$ cat config.mk
export PLATFORM = sky130hd
export DESIGN_NAME = pong_game_ctrl_flat
export DESIGN_NICKNAME = d
export VERILOG_FILES = /design/src/rtl/pong_game_ctrl_if.sv /design/src/rtl/pong_game_ctrl.sv /design/src/flat_wrapper.sv
export SDC_FILE = /design/constraint.sdc
export NUM_CORES = 1
export LEC_CHECK = 0
export ABC_CLOCK_PERIOD_IN_PS = 2000
export CAP_MARGIN = 20
export CORE_MARGIN = 5
export CORE_UTILIZATION = 30
export CTS_BUF_LIST = sky130_fd_sc_hd__clkbuf_4 sky130_fd_sc_hd__clkbuf_8
export DETAILED_ROUTE_END_ITERATION = 6
export GPL_TIMING_DRIVEN = 0
export REMOVE_ABC_BUFFERS = 1
export SLEW_MARGIN = 20
export SYNTH_ARGS = -nofsm -noshare
export SYNTH_HDL_FRONTEND = slang
export SYNTH_SLANG_ARGS = --single-unit
$ cat constraint.sdc
create_clock -name clk -period 2 [get_ports clk]
set_clock_uncertainty 0.05 [all_clocks]
set_input_delay 0.6 -clock clk [delete_from_list [all_inputs] [get_ports clk]]
set_output_delay 0.6 -clock clk [all_outputs]
set_load 0.02 [all_outputs]
$ cat src/rtl/pong_game_ctrl_if.sv
// Control bundle between the Pong game sequencer and the graphics/score logic.
// The master side is the sequencer; the slave side is the graphics, score and text logic.
interface pong_game_ctrl_if;
   logic [1:0] btn;
   logic       refr_tick;
   logic       hit;
   logic       miss;
   logic       d_inc;
   logic       d_clr;
   logic       graph_still;
   logic       gameover;
   logic [1:0] balls_left;
   logic [1:0] state_o;

   modport master (
      input  btn, refr_tick, hit, miss,
      output d_inc, d_clr, graph_still, gameover, balls_left, state_o
   );

   modport slave (
      output btn, refr_tick, hit, miss,
      input  d_inc, d_clr, graph_still, gameover, balls_left, state_o
   );
endinterface

$ cat src/rtl/pong_game_ctrl.sv
// Pong game sequencer: new game, ball in play, relaunch pause and game over.
// It drives the score counter controls, tracks the remaining balls and freezes the graphics.
module pong_game_ctrl #(
   parameter int unsigned BALLS      = 3,
   parameter int unsigned HOLD_TICKS = 120
) (
   input logic              clk,
   input logic              reset,
   pong_game_ctrl_if.master bus
);
   localparam int unsigned TW         = $clog2(HOLD_TICKS + 1);
   localparam logic [1:0]  BALLS_INIT = 2'(BALLS);
   localparam logic [TW-1:0] HOLD_INIT = TW'(HOLD_TICKS);

   typedef enum logic [1:0] {
      NEWGAME = 2'd0,
      PLAY    = 2'd1,
      NEWBALL = 2'd2,
      OVER    = 2'd3
   } state_t;

   state_t        state, state_next;
   logic [1:0]    balls, balls_next;
   logic [TW-1:0] timer, timer_next;
   logic          d_inc_q, d_inc_next;
   logic          d_clr_q, d_clr_next;
   logic          graph_still_q, graph_still_next;
   logic          gameover_q, gameover_next;
   logic          expired;
   logic          start;

   assign expired = (timer == '0);
   assign start   = (bus.btn != 2'b00);

   // State and datapath registers
   always_ff @(posedge clk or posedge reset) begin
      if (reset) begin
         state         <= NEWGAME;
         balls         <= BALLS_INIT;
         timer         <= '0;
         d_inc_q       <= 1'b0;
         d_clr_q       <= 1'b0;
         graph_still_q <= 1'b1;
         gameover_q    <= 1'b0;
      end else begin
         state         <= state_next;
         balls         <= balls_next;
         timer         <= timer_next;
         d_inc_q       <= d_inc_next;
         d_clr_q       <= d_clr_next;
         graph_still_q <= graph_still_next;
         gameover_q    <= gameover_next;
      end
   end

   // Next-state logic
   always_comb begin
      state_next = state;
      case (state)
         NEWGAME: if (start) state_next = PLAY;
         PLAY:    if (bus.miss) state_next = (balls == 2'd1) ? OVER : NEWBALL;
         NEWBALL: if (expired && start) state_next = PLAY;
         OVER:    if (expired) state_next = NEWGAME;
         default: state_next = NEWGAME;
      endcase
   end

   // Output and datapath next values; a miss-edge timer load beats a coincident tick
   always_comb begin
      balls_next       = balls;
      timer_next       = timer;
      d_inc_next       = 1'b0;
      d_clr_next       = 1'b0;
      graph_still_next = (state_next != PLAY);
      gameover_next    = (state_next == OVER);

      if (state == PLAY && bus.miss)
         timer_next = HOLD_INIT;
      else if (bus.refr_tick && !expired)
         timer_next = timer - TW'(1);

      case (state)
         NEWGAME: begin
            balls_next = BALLS_INIT;
            d_clr_next = start;
         end
         PLAY: begin
            if (bus.miss)
               balls_next = balls - 2'd1;
            else
               d_inc_next = bus.hit;
         end
         OVER:    if (expired) balls_next = BALLS_INIT;
         default: balls_next = balls;
      endcase
   end

   assign bus.d_inc       = d_inc_q;
   assign bus.d_clr       = d_clr_q;
   assign bus.graph_still = graph_still_q;
   assign bus.gameover    = gameover_q;
   assign bus.balls_left  = balls;
   assign bus.state_o     = state;
endmodule
$ cat src/flat_wrapper.sv
// flat-port wrapper written by rule: the top's interface ports become plain ports
module pong_game_ctrl_flat 
#(
   parameter int unsigned BALLS      = 3,
   parameter int unsigned HOLD_TICKS = 120
)
  (clk, reset, bus_btn, bus_refr_tick, bus_hit, bus_miss, bus_d_inc, bus_d_clr, bus_graph_still, bus_gameover, bus_balls_left, bus_state_o);
  pong_game_ctrl_if bus_i ();
  input logic clk;
  input logic reset;
  input wire logic [$bits(bus_i.btn)-1:0] bus_btn;
  input wire logic [$bits(bus_i.refr_tick)-1:0] bus_refr_tick;
  input wire logic [$bits(bus_i.hit)-1:0] bus_hit;
  input wire logic [$bits(bus_i.miss)-1:0] bus_miss;
  output wire logic [$bits(bus_i.d_inc)-1:0] bus_d_inc;
  output wire logic [$bits(bus_i.d_clr)-1:0] bus_d_clr;
  output wire logic [$bits(bus_i.graph_still)-1:0] bus_graph_still;
  output wire logic [$bits(bus_i.gameover)-1:0] bus_gameover;
  output wire logic [$bits(bus_i.balls_left)-1:0] bus_balls_left;
  output wire logic [$bits(bus_i.state_o)-1:0] bus_state_o;
  assign bus_i.btn = bus_btn;
  assign bus_i.refr_tick = bus_refr_tick;
  assign bus_i.hit = bus_hit;
  assign bus_i.miss = bus_miss;
  assign bus_d_inc = bus_i.d_inc;
  assign bus_d_clr = bus_i.d_clr;
  assign bus_graph_still = bus_i.graph_still;
  assign bus_gameover = bus_i.gameover;
  assign bus_balls_left = bus_i.balls_left;
  assign bus_state_o = bus_i.state_o;
  pong_game_ctrl #(.BALLS(BALLS), .HOLD_TICKS(HOLD_TICKS)) u_core (.clk(clk), .reset(reset), .bus(bus_i));
endmodule
After elaboration in Yosys (flattened, before gate mapping)
Index checks and enable logic that the tools add are counted.

storage, ports and cells
  register bits = 15
  output and inout port bits = 8

operators by class
  add/subtract/negate cells = 2
  eq/ne operators = 8
  multiplexer cells = 14
  reductions and logical operators = 10

operators by type and width
  cell                                                  number
  two-way mux 7 bit                                     2
  two-way mux 2 bit                                     6
  one-hot mux 2 bit (4 select lines)                    1
  zero test 7 bit                                       1
  subtractor 7 x 1 -> 7 bit (second input constant)     1
  equality test 2 bit (second input constant)           3
  one-hot mux 2 bit (3 select lines)                    1
  equality test 2 x 1 -> 1 bit (second input constant)  2
  two-way mux 1 bit                                     4
  != test 2 x 1 -> 1 bit (second input constant)        2
  nonzero test 2 bit                                    2
  logical AND 1 bit                                     3
  AND reduction 3 bit                                   1
  nonzero test 3 bit                                    1
  zero test 2 bit                                       1
  != test 2 bit (second input constant)                 1
  subtractor 2 x 1 -> 2 bit (second input constant)     1
  zero test 1 bit                                       1

Logic depth before layout (Yosys ltp)
  word-level depth = 5
  mapped depth = 5

Worst setup path before layout
Ideal clock, no wire load.

  path kind = register to register
  from = register u_core.balls[1], in the netlist u_core.bus.balls_left[1]
  to = register u_core.state[0], in the netlist u_core.bus.state_o[0]
  library setup time = 0.122 ns
  arrival = 1.423 ns
  required time = 1.828 ns
  setup slack = 0.406 ns
  stages on the path, launching flop included = 5
  buffers on the path = 0
  period minus slack after synthesis = 1.594 ns
  path through = dfstp_2 > inv_1 > ha_1 > or3_1 > a32o_1

between the ends
  cells in the longest elaborated chain, start to end = 4

ends and longest elaborated chain
  element                             RTL line              source
  start, declared                     pong_game_ctrl.sv:23  logic [1:0] balls, balls_next;
  start signal, assigned              pong_game_ctrl.sv:47  balls <= balls_next;
  equality test 2 x 1 -> 1 bit        pong_game_ctrl.sv:61  PLAY: if (bus.miss) state_next = (balls == 2'd1) ? OVER : NEWBALL;
  two-way mux 1 bit                   pong_game_ctrl.sv:61
  two-way mux 2 bit                   pong_game_ctrl.sv:61
  one-hot mux 2 bit (4 select lines)  pong_game_ctrl.sv:59  case (state)
  named net u_core.state_next[0]      pong_game_ctrl.sv:22  state_t state, state_next;
  end signal, assigned                pong_game_ctrl.sv:46  state <= state_next;
  end, declared                       pong_game_ctrl.sv:22

The timed path passes the listed nets, and every way through them passes these cells.
A chain may end at the register's enable or synchronous reset.

Final worst setup path
  from = register u_core.d_clr_q, in the netlist u_core.bus.d_clr
  to = output bus_d_clr

RTL lines
  element                 RTL line              source
  start, declared         pong_game_ctrl.sv:26  logic d_clr_q, d_clr_next;
  start signal, assigned  pong_game_ctrl.sv:50  d_clr_q <= d_clr_next;
  end, declared           flat_wrapper.sv:16    output wire logic [$bits(bus_i.d_clr)-1:0] bus_d_clr;

No word-level cell between the ends.

==> summary.txt <==
Outcome
  • Status: finished, final reports clean

CTS
  • Total CTS buffers: 3
  • Worst-path clk slew: 0.09 ns
  • Sink Count: 15
  • Root Buffer: clkbuf_4
  • Bufs on Longest Clock Path: 2
  • CTS H-tree lvls: 1
  • CTS tree: built
  • Clock Latency Late Sink: 0.28 ns

Worst setup path
  • Critical Path Start Type: flip-flop
  • Cell family with most CP delay: buffers and inverters
  • Worst path required time: 1.35 ns
  • CP Max Fanout: 1
  • Ordered list of cells on the worst path: clkdlybuf4s50_1
  • Worst Path Buf+Inv: 1
  • Critical path capture point type: output pin
  • Crit path kind: reg2out
  • CP max stage cell: clkdlybuf4s50_1
  • Max stage delay on crit path: 0.59 ns
  • CP arrival: 1.21 ns

Placement
  • GP Congestion: 0.773
  • Placed wire-length estimate: 1210 um
  • IO Port Bufs: 14
  • Placed Cells: 120
  • Post-Place Cell Area: 980 um^2

Routing
  • Post-DRT Antenna Nets: 0
  • First DRT Iteration DRCs: 5
  • WL/cell: 12.7 um
  • 1st-pass router iterations: 4
  • Drt drc: 0
  • DR vias/cell: 4.96
  • Routed wire length: 1580 um
  • Vias: 615

Global routing
  • Initial antenna violation count: 0
  • Vias in the first global route: 622
  • Gr usage total: 8.60%
  • Global route overflow: 0
  • Largest net degree at the start of global routing: 16
  • First-pass GRT wire length: 2770 um

STA
  • Minimum clock period: 1.86 ns
  • Crit share post-route: 93.0%
  • Final hold vios: 0
  • Worst Tran Pin Value: 0.560 ns
  • F_max: 538 MHz
  • Hold WS: 0.479 ns
  • Setup TNS: 0 ns
  • Setup-failing EPs final: 0
  • RSZ-0062 raised after global routing: no
  • Rel. slew slack: 62.6%
  • Max-slew violations: 0

Floorplanning
  • I/O pins: 15
  • Die Wd: 62.1 um
  • Vert. Die Dim: 62.1 um
  • Initial Utilization: 32.0%
  • Core Region: 2540 um^2
  • Die ar.: 3860 um^2
  • Num rows: 18

Final layout
  • Fin area: 1000 um^2
  • Fin cells: 124
  • Post-layout util: 39.4%
  • # diodes: 0
  • Multi-input gate area: 400 um^2
  • Layout fillers: 268
  • Storage element area: 380 um^2
  • Synthesis-to-layout area growth: 23.0%
  • Share of cells above drive strength 1: 17.0%
  • Nets: 104

Logic synthesis
  • EDFF count, synth: 0
  • Distinct cells, synth: 38
  • Mean Syn Cell Area: 10.3 um^2
  • Post-synth top area share: 36.9%
  • Ys Warns: 0
  • Synth top area cells: dfrtp_1, dfstp_2, mux2i_1
  • Mapped Cells: 79
  • Post-synthesis sequential element count: 15
  • Yosys top cell by area: dfrtp_1
  • Post-synth ARST share: 100%
  • Synth Cell Area: 815 um^2
  • Seq/Total Area, Yosys: 46.5%
  • Commonest register cell after synthesis: dfrtp_1

Pwr
  • Cell area power density: 1370 nW/um^2
  • VDD IR max: 653 uV
  • Leak pwr: 0.426 nW

Worst hold path
  • Worst min path class: reg2reg

Flow run
  • Number of max-cap violations: 0
report_power, final:
group          switching, W  internal (W)  total (W)
clock network     0.0000975     0.0000742   0.000172
logic              0.000299      0.000292   0.000592
registers          0.000157      0.000450   0.000607
total              0.000554      0.000817    0.00137
sequential cells by signal (all words and copies together), names as in the netlist:
register / cells
u_core.timer: 7
u_core.bus.balls_left: 2
u_core.bus.d_inc: 1
u_core.bus.graph_still: 1
u_core.bus.state_o: 2
u_core.bus.d_clr: 1
u_core.bus.gameover: 1
worst min-delay path, stage by stage (launching register included):
cell and delay [ns]:
dfstp_2 0.40, inv_1 0.05, a32oi_1 0.08
through the flow:
step	setup slack, ns	total power (W)
after global routing	0.0686	0.00149
after global placement	-0.0544	0.00122
after floorplan	0.406	0.00101
after detailed placement	-0.0883	0.00124
final	0.140	0.00137
after CTS	0.115	0.00139
cells by family after synthesis:
kind of cell,after synthesis,synth area share [%]
simple gates,33,23.5
mux,5,6.76
buf+inv,9,4.30
flops,15,46.5
compound gates,14,14.7
fa+ha+maj,2,3.07
xor+xnor,1,1.08
Yosys cell counts, drive strengths merged (2+ instances only):
master / count
nand3: 2
nor2: 8
inv: 6
ha: 2
a21boi: 2
nor3: 4
mux2i: 4
and2: 2
o211ai: 2
a32oi: 2
or3: 2
dfrtp: 12
dfstp: 3
o31ai: 2
nand2: 5
nand3b: 2
clkbuf: 2
layout make-up:
| type | count | area share, % |
|---|---|---|
| Timing Repair Buffer | 14 | 13.4 |
| Clock inverter | 1 | 0.499 |
| Multi-Input combinational cell | 55 | 40.0 |
| Sequential cell | 15 | 38.0 |
| Inverter | 6 | 2.25 |
| Tap cell | 30 | 3.75 |
| Clock buffer | 3 | 2.25 |
layer usage:
| metal | GRT usage, % | wire [um] | vias to the layer above |
|---|---|---|---|
| met5 | 0 | 0 | - |
| met4 | 1.63 | 7 | 0 |
| met3 | 4.14 | 95 | 2 |
| met2 | 13.7 | 713 | 12 |
| met1 | 10.5 | 760 | 287 |
| li1 | - | - | 314 |
worst paths after layout:
check | start | endpoint | slack, ns | depth (start not counted)
max | u_core.bus.d_clr$_DFF_PP0_ | bus_d_clr | 0.14 | 1
min reg2reg | u_core.bus.balls_left[0]$_DFFE_PP1P_ | u_core.bus.balls_left[0]$_DFFE_PP1P_ | 0.48 | 2
min | u_core.bus.balls_left[0]$_DFFE_PP1P_ | u_core.bus.balls_left[0]$_DFFE_PP1P_ | 0.48 | 2
max in group asynchronous | reset | u_core.bus.state_o[1]$_DFF_PP0_ | 0.89 | 2
max reg2reg | u_core.timer[0]$_DFFE_PP0P_ | u_core.timer[3]$_DFFE_PP0P_ | 0.31 | 5
min in group asynchronous | reset | u_core.timer[3]$_DFFE_PP0P_ | 0.61 | 2
repair_timing:
| action | 4_1_cts | 5_1_grt |
|---|---|---|
| resized for setup | 6 | 0 |
| hold buffers | 0 | 0 |
| buffers inserted | 0 | 0 |
| endpoints found under the setup margin | 5 | 0 |
cell usage in the layout (no fill, tap or decap), drive strengths merged, types with 3 or more instances in the layout:
master          n
dlygate4sd2     5
nor2            8
clkdlybuf4s50   9
mux2i           4
dfstp           3
clkbuf          3
dfrtp          12
nand2           5
nor3            4
inv             6
(Power assumes the default switching activity.)
